## src/rtl/divisor_pkg.sv

```systemverilog
// divisor_pkg
// Shared definitions for the signed divider and its result buffer.
//   TAMANYO_DEF     : default operand/result width.
//   PROFUNDIDAD_DEF : default result FIFO depth.
//   div_result_t    : quotient/remainder pair at the default width, as
//                     produced by the divider wrapper.
package divisor_pkg;

   localparam int unsigned TAMANYO_DEF     = 32;
   localparam int unsigned PROFUNDIDAD_DEF = 8;

   typedef struct packed {
      logic [TAMANYO_DEF-1:0] coc;
      logic [TAMANYO_DEF-1:0] res;
   } div_result_t;

endpackage

```

## src/rtl/divisor_fifo_mem.sv

```systemverilog
// divisor_fifo_mem
// In-order result storage: array, read/write pointers and occupancy.
// Ports:
//   CLK       in   clock, rising edge
//   RSTa      in   asynchronous active-high reset
//   push      in   write wdata at the tail
//   pop       in   consume the head entry (ignored when empty)
//   wdata     in   entry to store
//   rdata     out  head entry (combinational read)
//   occupancy out  entries currently stored
//   drop      out  push refused because full with no pop this cycle
module divisor_fifo_mem #(
   parameter int unsigned W           = 64,
   parameter int unsigned PROFUNDIDAD = 8
) (
   input  logic                             CLK,
   input  logic                             RSTa,
   input  logic                             push,
   input  logic                             pop,
   input  logic [W-1:0]                     wdata,
   output logic [W-1:0]                     rdata,
   output logic [$clog2(PROFUNDIDAD+1)-1:0] occupancy,
   output logic                             drop
);

   localparam int unsigned PW = $clog2(PROFUNDIDAD);
   localparam int unsigned OW = $clog2(PROFUNDIDAD+1);

   logic [W-1:0]  mem_q [PROFUNDIDAD];
   logic [PW-1:0] wr_ptr_q, wr_ptr_d;
   logic [PW-1:0] rd_ptr_q, rd_ptr_d;
   logic [OW-1:0] occ_q, occ_d;
   logic          full, empty, do_push, do_pop;

   assign full  = (occ_q == OW'(PROFUNDIDAD));
   assign empty = (occ_q == '0);

   // When full, a push is only taken if the head leaves in the same cycle;
   // the write then lands on the slot being vacated.
   assign do_pop  = pop & ~empty;
   assign do_push = push & (~full | do_pop);
   assign drop    = push & full & ~do_pop;

   always_comb begin
      wr_ptr_d = wr_ptr_q;
      rd_ptr_d = rd_ptr_q;
      occ_d    = occ_q;
      if (do_push) wr_ptr_d = wr_ptr_q + 1'b1;
      if (do_pop)  rd_ptr_d = rd_ptr_q + 1'b1;
      if (do_push && !do_pop) begin
         occ_d = occ_q + 1'b1;
      end else if (do_pop && !do_push) begin
         occ_d = occ_q - 1'b1;
      end
   end

   always_ff @(posedge CLK or posedge RSTa) begin
      if (RSTa) begin
         for (int unsigned i = 0; i < PROFUNDIDAD; i++) begin
            mem_q[i] <= '0;
         end
         wr_ptr_q <= '0;
         rd_ptr_q <= '0;
         occ_q    <= '0;
      end else begin
         if (do_push) mem_q[wr_ptr_q] <= wdata;
         wr_ptr_q <= wr_ptr_d;
         rd_ptr_q <= rd_ptr_d;
         occ_q    <= occ_d;
      end
   end

   assign rdata     = mem_q[rd_ptr_q];
   assign occupancy = occ_q;

endmodule

```

## src/rtl/divisor_result_buffer.sv

```systemverilog
// divisor_result_buffer
// Buffers quotient/remainder pairs from the pipelined signed divider and
// hands them to a consumer over valid/ready. Tracks divisions in flight so
// the issuer only starts a division when a slot is guaranteed.
// Ports:
//   CLK        in   clock, rising edge
//   RSTa       in   asynchronous active-high reset
//   Start      in   Start pulse also driven into the divider
//   Done       in   divider done pulse, Coc/Res valid this cycle
//   Coc, Res   in   divider quotient / remainder
//   Can_issue  out  another Start is permitted this cycle
//   Out_valid  out  head entry available
//   Out_ready  in   consumer takes the head entry
//   Out_coc    out  head quotient
//   Out_res    out  head remainder
//   Occupancy  out  entries currently stored
//   Overflow   out  sticky protocol-error flag
module divisor_result_buffer
   import divisor_pkg::*;
#(
   parameter int unsigned tamanyo     = TAMANYO_DEF,
   parameter int unsigned etapas      = tamanyo,
   parameter int unsigned PROFUNDIDAD = PROFUNDIDAD_DEF
) (
   input  logic                             CLK,
   input  logic                             RSTa,
   input  logic                             Start,
   input  logic                             Done,
   input  logic [tamanyo-1:0]               Coc,
   input  logic [tamanyo-1:0]               Res,
   output logic                             Can_issue,
   output logic                             Out_valid,
   input  logic                             Out_ready,
   output logic [tamanyo-1:0]               Out_coc,
   output logic [tamanyo-1:0]               Out_res,
   output logic [$clog2(PROFUNDIDAD+1)-1:0] Occupancy,
   output logic                             Overflow
);

   localparam int unsigned IW = $clog2(etapas+1);
   localparam int unsigned OW = $clog2(PROFUNDIDAD+1);
   localparam int unsigned CW = ((IW > OW) ? IW : OW) + 1;

   logic [IW-1:0]          inflight_q, inflight_d;
   logic                   overflow_q, overflow_d;
   logic                   done_ok, pop, drop;
   logic [CW-1:0]          credit_used;
   logic [2*tamanyo-1:0]   head;

   // A Done with nothing in flight belongs to a division started before
   // the last reset; it is discarded without flagging an error.
   assign done_ok = Done & (inflight_q != '0);
   assign pop     = Out_valid & Out_ready;

   always_comb begin
      inflight_d = inflight_q;
      if (Start && !done_ok) begin
         if (inflight_q != IW'(etapas)) inflight_d = inflight_q + 1'b1;
      end else if (done_ok && !Start) begin
         inflight_d = inflight_q - 1'b1;
      end
   end

   always_comb begin
      overflow_d = overflow_q | drop | (Start & ~Can_issue);
   end

   always_ff @(posedge CLK or posedge RSTa) begin
      if (RSTa) begin
         inflight_q <= '0;
         overflow_q <= 1'b0;
      end else begin
         inflight_q <= inflight_d;
         overflow_q <= overflow_d;
      end
   end

   divisor_fifo_mem #(
      .W          (2 * tamanyo),
      .PROFUNDIDAD(PROFUNDIDAD)
   ) u_fifo (
      .CLK      (CLK),
      .RSTa     (RSTa),
      .push     (done_ok),
      .pop      (pop),
      .wdata    ({Coc, Res}),
      .rdata    (head),
      .occupancy(Occupancy),
      .drop     (drop)
   );

   // Stored plus promised results must fit; registered terms only, so the
   // issuer sees a stable credit for the whole cycle.
   assign credit_used = CW'(Occupancy) + CW'(inflight_q);
   assign Can_issue   = (credit_used < CW'(PROFUNDIDAD));

   assign Out_valid = (Occupancy != '0);
   assign Out_coc   = head[2*tamanyo-1:tamanyo];
   assign Out_res   = head[tamanyo-1:0];
   assign Overflow  = overflow_q;

endmodule

```

## config.mk

```make
export PLATFORM = sky130hd
export DESIGN_NAME = divisor_result_buffer
export DESIGN_NICKNAME = d
export VERILOG_FILES = /design/src/rtl/divisor_pkg.sv /design/src/rtl/divisor_fifo_mem.sv /design/src/rtl/divisor_result_buffer.sv
export SDC_FILE = /design/constraint.sdc
export NUM_CORES = 1
export LEC_CHECK = 0
export CORE_AREA = 4 4 211 193
export DETAILED_ROUTE_END_ITERATION = 12
export DIE_AREA = 0 0 215 197
export PLACE_DENSITY = 0.95
export SLEW_MARGIN = 15
export SYNTH_ARGS = -nofsm -noshare
export SYNTH_HDL_FRONTEND = slang
export SYNTH_SLANG_ARGS = --single-unit
```

## constraint.sdc

```tcl
create_clock -name CLK -period 55.3 [get_ports CLK]
set_input_delay 13.825 -clock CLK [delete_from_list [all_inputs] [get_ports CLK]]
set_output_delay 13.825 -clock CLK [all_outputs]
set_load 0.1 [all_outputs]
```

# Word level (Yosys, flattened, before mapping)
# Index checks and enable logic that the tools add are counted.
# word_totals
ff_bits,529
out_inout_bits,71
wordCells,69
# op_classes
n_addsub,7
n_lt_le_gt_ge,4
n_eq_ne,3
muxes,11
bitwise,16
n_reduce_logical,15
# op_table
operator,count
$bwmux 512,1
$bmux 64 s3,1
$demux 64 s3,1
$mux 64,3
$mux 6,3
$ge 4x4->1 const B,2
$mux 4,2
$not 3->4,2
$add 4x6->7,1
$and 1x1->1,7
$lt 7x4->1 const B,1
$add 3x1->3 const B,2
$add 6x1->6 const B,1
$ne 6x6->1 const B,1
$reduce_bool 6->1,1
$sub 6x1->6 const B,1
$logic_and 1x1->1,5
$add 4x1->4 const B,1
$eq 4x4->1 const B,1
$logic_not 1->1,4
$logic_not 4->1,1
$lt 4x1->1 const B,1
$not 1->1,4
$reduce_bool 2->1,2
5 further kinds,7

# Longest topological paths before layout
# Gate-level depths: netlist (run 1).
# depth
depth_word,9
mapped_depth,12
mapped_depth_nobuf,11

# Modules after synthesis
# Synthesis (run 1) repeated with hierarchy kept, for this count alone.
# hier_totals
cells_unflattened,1432
hier_area_um2,24079.3
# by_module_without_submodules
mod,n_inst,cells_per_inst,area_each_um2
divisor_fifo_mem,1,1374,23476.3
divisor_result_buffer,1,58,603.1

# Worst setup path after synthesis (run 1)
# No wires, ideal clock.
# synth_path
kind,reg-to-output
startpoint,"register u_fifo.occ_q[3], in the netlist u_fifo.occupancy[3]"
endpoint,output Can_issue
arrival_ns,3.954
required_time_ns,41.475
path_slack_ns,37.521
stages_incl_launch_ff,4
cell_sequence,dfrtp_1 -> ha_1 -> or4_1 -> a211oi_1
# synth_between
elab_chain_len,2
# synth_rtl
item,line,source
"start, declared",divisor_fifo_mem.sv:32,"logic [OW-1:0] occ_q, occ_d;"
"start signal, assigned",divisor_fifo_mem.sv:64,occ_q <= '0;
"start signal, assigned",divisor_fifo_mem.sv:69,occ_q <= occ_d;
$add 4x6->7,divisor_result_buffer.sv:94,assign credit_used = CW'(Occupancy) + CW'(inflight_q);
$lt 7x4->1,divisor_result_buffer.sv:95,assign Can_issue = (credit_used < CW'(PROFUNDIDAD));
"end, declared",divisor_result_buffer.sv:31,"output logic Can_issue,"
# No other way between the ends.

# Worst setup path in the final report (run 1)
# layout_path
startpoint,register u_fifo.rd_ptr_q[1]
endpoint,output Out_coc[29]
# layout_between
elab_chain_len,4
# layout_rtl
item,line,source
"start, declared",divisor_fifo_mem.sv:31,"logic [PW-1:0] rd_ptr_q, rd_ptr_d;"
"start signal, assigned",divisor_fifo_mem.sv:68,rd_ptr_q <= rd_ptr_d;
$not 3->4 (implied by the code),divisor_fifo_mem.sv:73,assign rdata = mem_q[rd_ptr_q];
$bmux 64 s3,divisor_fifo_mem.sv:73,
$mux 64 (implied by the code) (2 in a row),divisor_fifo_mem.sv:73,
"end, declared",divisor_result_buffer.sv:34,"output logic [tamanyo-1:0] Out_coc,"
# No other way between the ends. The select of a mux whose other input is x is not followed.

==> results of run 1 <==
## cell type report
type                       count  area share (%)
timing repair buffer         158           5.509
antenna                        3         0.02674
multi-input combinational    793           38.62
tap                          490           2.184
sequential                   529           47.19
inverter                       7          0.1203
clock buffer                  77           5.544
clock inverter                18          0.8022
## worst min path at each step
stage               slack [ns]                             to                           from  cells after the start
CTS                       0.49  u_fifo.mem_q[164]$_DFFE_PP0P_  u_fifo.mem_q[164]$_DFFE_PP0P_                      1
global route              0.51  u_fifo.mem_q[164]$_DFFE_PP0P_  u_fifo.mem_q[164]$_DFFE_PP0P_                      1
detailed placement        0.48  u_fifo.mem_q[164]$_DFFE_PP0P_  u_fifo.mem_q[164]$_DFFE_PP0P_                      1
global placement          0.46  u_fifo.mem_q[167]$_DFFE_PP0P_  u_fifo.mem_q[167]$_DFFE_PP0P_                      1
floorplan                 0.45  u_fifo.mem_q[164]$_DFFE_PP0P_  u_fifo.mem_q[164]$_DFFE_PP0P_                      1
finish                    0.49  u_fifo.mem_q[164]$_DFFE_PP0P_  u_fifo.mem_q[164]$_DFFE_PP0P_                      1
## synth_stat cells (2+ instances only)
| cell type | instances |
|---|---|
| sky130_fd_sc_hd__or4b_1 | 2 |
| sky130_fd_sc_hd__nor4b_1 | 2 |
| sky130_fd_sc_hd__o21ai_0 | 2 |
| sky130_fd_sc_hd__a21o_1 | 2 |
| sky130_fd_sc_hd__clkbuf_1 | 22 |
| sky130_fd_sc_hd__nand2_1 | 6 |
| sky130_fd_sc_hd__nor2_1 | 3 |
| sky130_fd_sc_hd__inv_1 | 7 |
| sky130_fd_sc_hd__mux2i_1 | 2 |
| sky130_fd_sc_hd__nand4_4 | 2 |
| sky130_fd_sc_hd__mux2_2 | 399 |
| sky130_fd_sc_hd__buf_2 | 23 |
| sky130_fd_sc_hd__ha_1 | 12 |
| sky130_fd_sc_hd__o2111ai_1 | 2 |
| sky130_fd_sc_hd__buf_4 | 4 |
| sky130_fd_sc_hd__dfrtp_1 | 529 |
| sky130_fd_sc_hd__buf_6 | 38 |
| sky130_fd_sc_hd__xnor2_1 | 8 |
| sky130_fd_sc_hd__mux2_4 | 170 |
| sky130_fd_sc_hd__buf_1 | 4 |
| sky130_fd_sc_hd__nand3_1 | 6 |
| sky130_fd_sc_hd__nor4_4 | 2 |
| sky130_fd_sc_hd__or4_1 | 2 |
| sky130_fd_sc_hd__xor2_1 | 3 |
| sky130_fd_sc_hd__nand3b_1 | 2 |
| sky130_fd_sc_hd__mux4_2 | 128 |
| sky130_fd_sc_hd__nand2b_1 | 3 |
| sky130_fd_sc_hd__mux2_1 | 14 |
| sky130_fd_sc_hd__fa_1 | 2 |
| sky130_fd_sc_hd__a21oi_1 | 3 |
## metal layers
layer | wire length (um) | part of all wire (%)
met1 | 23100 | 43
met2 | 26960 | 50
met3 | 2697 | 5.0
met4 | 1336 | 2.5
met5 | 49 | 0.090
## logic make-up after synthesis
kind of cell	count (synthesis)	synth area share [%]
xor+xnor	11	0.3892
simple gates	37	1.198
compound gates	18	0.5358
flops	529	53.47
mux	713	40.82
buf+inv	98	2.815
fa+ha+maj	14	0.7682
## flip-flops by register name, indices dropped and copies added (netlist names)
signal and count:
u_fifo.mem_q 512, inflight_q 6, u_fifo.occupancy 4, u_fifo.rd_ptr_q 3, u_fifo.wr_ptr_q 3, Overflow 1
## metrics by stage
stage	setup slack, ns	util (%)	std cells	hold slack, ns	area, sq um
2_1_floorplan	26.69	-	1420	0.4532	24760
3_3_place_gp	37.49	68.80	1977	0.4632	26280
3_5_place_dp	37.37	68.80	1977	0.4751	26280
4_1_cts	36.89	73.47	2072	0.4894	28070
5_1_grt	36.73	73.49	2075	0.5086	28070
6_report	36.90	73.49	2075	0.4894	28070
## worst max-delay path, stage by stage, from the launching register on
cell                              delay (ns)
sky130_fd_sc_hd__dfrtp_4                0.81
sky130_fd_sc_hd__buf_4                  0.70
sky130_fd_sc_hd__buf_4                  0.68
sky130_fd_sc_hd__mux4_2                 0.42
sky130_fd_sc_hd__mux2_2                 0.31
sky130_fd_sc_hd__clkdlybuf4s50_1        0.98
==> impl_metrics.env, run 1 <==
export IMPL_cell_count_after_synthesis=1420
export IMPL_timing_max_cap_violations=0
export IMPL_finalClockSkew_ns=0.01175
export IMPL_clock_tree_root_cell="sky130_fd_sc_hd__clkbuf_16"
export IMPL_postSynthNetCount=1503
export IMPL_netlist_area_sq_mm=0.02476
export IMPL_min_path_type="flip-flop to flip-flop"
export IMPL_grt_start_max_net_pins=196
export IMPL_yosys_most_used_dff="sky130_fd_sc_hd__dfrtp_1"
export IMPL_synth_distinct_cells=46
export IMPL_mostFrequentLayoutCell="sky130_fd_sc_hd__dfrtp_1"
export IMPL_post_cts_resized_instances=0
export IMPL_globalRouteMet2Util_pct=42.54
export IMPL_postCtsHoldBufs=0
export IMPL_fmax_ghz=0.05435
export IMPL_worst_r2r_setup_slack_ns=51.83
export IMPL_crit_reg2reg_capture="u_fifo.mem_q[125]$_DFFE_PP0P_"
export IMPL_unrepaired_setup_endpoints_after_global_routing="false"
export IMPL_tightest_slew_ns=1.055
export IMPL_syn_area_per_cell_sq_um=17.43
export IMPL_floorplan_io_pins=140
export IMPL_detailedRoute_firstPassIterationCount=5
export IMPL_gp_routability_congestion=0.7626
export IMPL_ys_warn_count=0
export IMPL_tritoncts_clock_tree="built"
export IMPL_synth_area_leaders="sky130_fd_sc_hd__dfrtp_1 53%, sky130_fd_sc_hd__mux2_2 18%, sky130_fd_sc_hd__mux4_2 12%"
export IMPL_postSynth_asyncResetShare_pct=100.0
export IMPL_final_cell_mix="526 x sky130_fd_sc_hd__dfrtp_1, 399 x sky130_fd_sc_hd__mux2_2, 170 x sky130_fd_sc_hd__mux2_4"
export IMPL_floorplan_die_width_um=215
export IMPL_final_net_count=1624
export IMPL_period_utilisation_layout_pct=33.27
export IMPL_worst_setup_path_start_kind="flip-flop"
export IMPL_share_of_cells_above_drive_strength_1_pct=51.64
export IMPL_sequential_cell_area_sq_mm=0.01325
export IMPL_crit_start="u_fifo.rd_ptr_q[1]$_DFFE_PP0P_"
export IMPL_worst_rel_slew_slack_pct=29.47
export IMPL_run_status="finished, final reports clean"
export IMPL_rows=68
export IMPL_grt_pass1_wl_um=87150
export IMPL_max_clock_path_buffers=3
export IMPL_route_detailed_vias_per_inst=6.457
export IMPL_synth_ff_latch_count=529
export IMPL_critPathKind="flip-flop to primary output"
export IMPL_setup_tns_final_ns=0
export IMPL_reg2regPathDepth=5
export IMPL_yosysTopAreaCell="sky130_fd_sc_hd__dfrtp_1"
export IMPL_io_port_bufs=139
export IMPL_grt_remaining_overflow=0
export IMPL_num_fill_cells=2139
export IMPL_globalRouteMet3Util_pct=4.424
export IMPL_initial_antenna_violation_count=7
export IMPL_dieHeight_um=197
export IMPL_core_area_sq_mm=0.03820
export IMPL_clkSlewWorstSetupHoldPaths_ns=0.06
export IMPL_synthToLayoutAreaGrowth_pct=13.40
export IMPL_clk_insertion_delay_late_ns=0.58
export IMPL_detailroute_via_count=13398
export IMPL_synth_yosys_seq_area_share_pct=53.47
export IMPL_grt_use_total_pct=25.99
export IMPL_cts_buffers=52
export IMPL_die_area_sq_mm=0.04236
export IMPL_detailed_place_hpwl_um=30440
export IMPL_timing_critical_path_to="Out_coc[29]"
export IMPL_clock_sinks=529
export IMPL_route_final_wire_length_um=54150
export IMPL_antenna_violating_nets_post_route=0
export IMPL_finalWorstPathRequiredPeriod_ns=18.40
export IMPL_timing_critical_path_fanout_max=49
export IMPL_signal_arrival_time_at_the_worst_endpoint_ns=4.57
export IMPL_data_required_time_at_the_worst_endpoint_ns=41.47
export IMPL_first_global_vias=15020
export IMPL_route_detailed_drc=0
export IMPL_post_cts_buffers=0
export IMPL_htreeDepth=2
export IMPL_regToRegStartpoint="inflight_q[2]$_DFFE_PP0P_"
export IMPL_synth_enable_flop_cells=0
export IMPL_start_util_pct=64.80
export IMPL_detail_route_iter0_violations=1093
export IMPL_timing_max_transition_violations_final=0
export IMPL_grt_busiest_layer="met2"
export IMPL_area_fraction_of_the_dominant_cell_type_after_synthesis_pct=53.47
export IMPL_finalHoldViolations=0
export IMPL_met1_usage_pct=36.45
export IMPL_drt_wirelength_per_cell_um=26.09
export IMPL_cp_end_kind="primary output"
export IMPL_multi_input_comb_area_sq_mm=0.01084
export IMPL_finalSetupViolations=0
Power of run 1 is left out: the tool's default activity adds up to more than one toggle a clock period on the data nets, which glitch-free logic cannot reach.
==> run 2: changes to the inputs <==
CORE_AREA = 4 4 220 200   (was 4 4 211 193)
DIE_AREA = 0 0 224 204   (was 0 0 215 197)
PLACE_DENSITY = 0.9   (was 0.95)
clock period = 17.2 ns   (was 55.3 ns; I/O delays follow)
==> run 2 against run 1 <==
First-iteration DRC count decreased by 22%. Final cell count is 3.1% higher. Hold slack got worse by 0.0037 ns. Die area up 7.9%. Non-clock buffer count is 3 higher. Sequential share of layout area down 0.39 points. Critical path depth down 1. Setup slack got worse by 28 ns. Sequential cell count unchanged. Via count fell by 2.1%. Global-route usage fell by 2.8 points. Highest routed layer unchanged. Design area rose by 0.83%.
==> impl_metrics.env, run 2 (synthesis gave the netlist of run 1 again) <==
export IMPL_core_area_sq_mm=0.04166
export IMPL_die_area_sq_mm=0.04570
export IMPL_setup_tns_final_ns=0
export IMPL_route_detailed_drc=0
export IMPL_signal_arrival_time_at_the_worst_endpoint_ns=4.42
export IMPL_detail_route_iter0_violations=856
export IMPL_clock_sinks=529
export IMPL_final_net_count=1629
export IMPL_run_status="finished, final reports clean"
export IMPL_finalWorstPathRequiredPeriod_ns=8.719
export IMPL_period_utilisation_layout_pct=50.69
export IMPL_fmax_ghz=0.1147
export IMPL_rows=71
export IMPL_worst_setup_path_start_kind="flip-flop"
export IMPL_clk_insertion_delay_late_ns=0.60
export IMPL_detailedRoute_firstPassIterationCount=5
export IMPL_timing_max_cap_violations=0
export IMPL_worst_rel_slew_slack_pct=26.44
export IMPL_initial_antenna_violation_count=4
export IMPL_grt_remaining_overflow=0
export IMPL_min_path_type="flip-flop to flip-flop"
export IMPL_grt_start_max_net_pins=161
export IMPL_registers_top_by_ff_count="u_fifo.mem_q"
export IMPL_post_cts_resized_instances=0
export IMPL_dieHeight_um=204
export IMPL_grt_use_total_pct=23.23
export IMPL_tightest_slew_ns=1.103
export IMPL_detailed_place_area_sq_mm=0.02637
export IMPL_finalHoldViolations=0
export IMPL_grt_pass1_wl_um=83900
export IMPL_antennaDiodeCount=0
export IMPL_unrepaired_setup_endpoints_after_global_routing="false"
export IMPL_tritoncts_clock_tree="built"
export IMPL_io_port_bufs=139
export IMPL_detailed_place_hpwl_um=29370
export IMPL_clock_tree_root_cell="sky130_fd_sc_hd__clkbuf_16"
export IMPL_first_global_vias=14682
export IMPL_mostFrequentLayoutCell="sky130_fd_sc_hd__dfrtp_1"
export IMPL_antenna_violating_nets_post_route=0
export IMPL_postCtsHoldBufs=0
export IMPL_floorplan_die_width_um=224
export IMPL_finalClockSkew_ns=0.01674
export IMPL_critPathKind="flip-flop to primary output"
export IMPL_htreeDepth=2
export IMPL_multi_input_comb_area_sq_mm=0.01084
export IMPL_largest_register_ffs=512
export IMPL_share_of_cells_above_drive_strength_1_pct=51.88
export IMPL_total_non_filler_cell_area_in_the_finished_layout_sq_mm=0.02831
export IMPL_clkSlewWorstSetupHoldPaths_ns=0.06
export IMPL_timing_critical_path_fanout_max=46
export IMPL_route_final_wire_length_um=52340
export IMPL_data_required_time_at_the_worst_endpoint_ns=12.90
export IMPL_detailroute_via_count=13117
export IMPL_sequential_cell_area_sq_mm=0.01325
export IMPL_max_clock_path_buffers=3
export IMPL_cp_end_kind="primary output"
export IMPL_final_cell_mix="526 x sky130_fd_sc_hd__dfrtp_1, 399 x sky130_fd_sc_hd__mux2_2, 170 x sky130_fd_sc_hd__mux2_4"
export IMPL_route_detailed_vias_per_inst=6.132
export IMPL_timing_max_transition_violations_final=0
export IMPL_num_fill_cells=2608
export IMPL_floorplan_io_pins=140
export IMPL_synthToLayoutAreaGrowth_pct=14.34
export IMPL_final_instance_count_excl_fill=2139
export IMPL_drt_wirelength_per_cell_um=24.47
export IMPL_cts_buffers=54
export IMPL_hold_worst_slack_ns=0.4858
export IMPL_post_cts_buffers=0
export IMPL_gp_routability_congestion=0.7282
export IMPL_finalSetupViolations=0
export IMPL_number_of_instances_in_the_placed_design=2037
export IMPL_worst_r2r_setup_slack_ns=13.75
export IMPL_start_util_pct=59.42
run 2: cell count changes in the layout (fill, tap and decap cells not counted), sizes merged:
cell / before / now
clkinv: 9 / 13
buf: 19 / 22
bufinv: 5 / 8
diode: 3 / 0
run 2: cell type report:
type / count / share of cell area (%)
flip-flops and latches: 529 / 46.81
multi-input cells: 793 / 38.30
repair buffers: 161 / 5.556
clock buffers: 77 / 5.543
well taps: 547 / 2.418
clock inverters: 25 / 1.269
inverters: 7 / 0.1061
run 2: stage by stage:
stage	util [%]	setup WS [ns]
final	67.94	8.481
after global placement	63.30	9.046
after detailed placement	63.30	8.997
after global routing	67.94	8.201
after CTS	67.93	8.362
after floorplan	-	5.710
run 2: path summary, 6_finish.rpt:
check	startpoint	to	depth (start not counted)
setup / recovery	u_fifo.rd_ptr_q[0]$_DFFE_PP0P_	Out_res[23]	4
hold / removal	u_fifo.mem_q[171]$_DFFE_PP0P_	u_fifo.mem_q[171]$_DFFE_PP0P_	1
setup reg to reg	inflight_q[2]$_DFFE_PP0P_	u_fifo.mem_q[258]$_DFFE_PP0P_	5
hold reg to reg	u_fifo.mem_q[171]$_DFFE_PP0P_	u_fifo.mem_q[171]$_DFFE_PP0P_	1
max in group asynchronous	RSTa	u_fifo.rd_ptr_q[1]$_DFFE_PP0P_	5
min in group asynchronous	RSTa	u_fifo.mem_q[415]$_DFFE_PP0P_	3
run 2: worst max-delay path: stages, from the launching register on:
cell	delay, ns
sky130_fd_sc_hd__dfrtp_4	0.99
sky130_fd_sc_hd__buf_4	0.85
sky130_fd_sc_hd__mux4_2	0.62
sky130_fd_sc_hd__mux2_2	0.31
sky130_fd_sc_hd__clkdlybuf4s50_1	0.98
run 2: routing by layer:
metal / global-route usage [%] / wire, um / up-vias
met5: 0 / 49 / -
met4: 6.295 / 1123 / 8
met3: 3.806 / 2324 / 83
met2: 37.81 / 25780 / 290
met1: 33.19 / 23060 / 7141
li1: - / - / 5595
Power of run 2 is left out for the same reason.
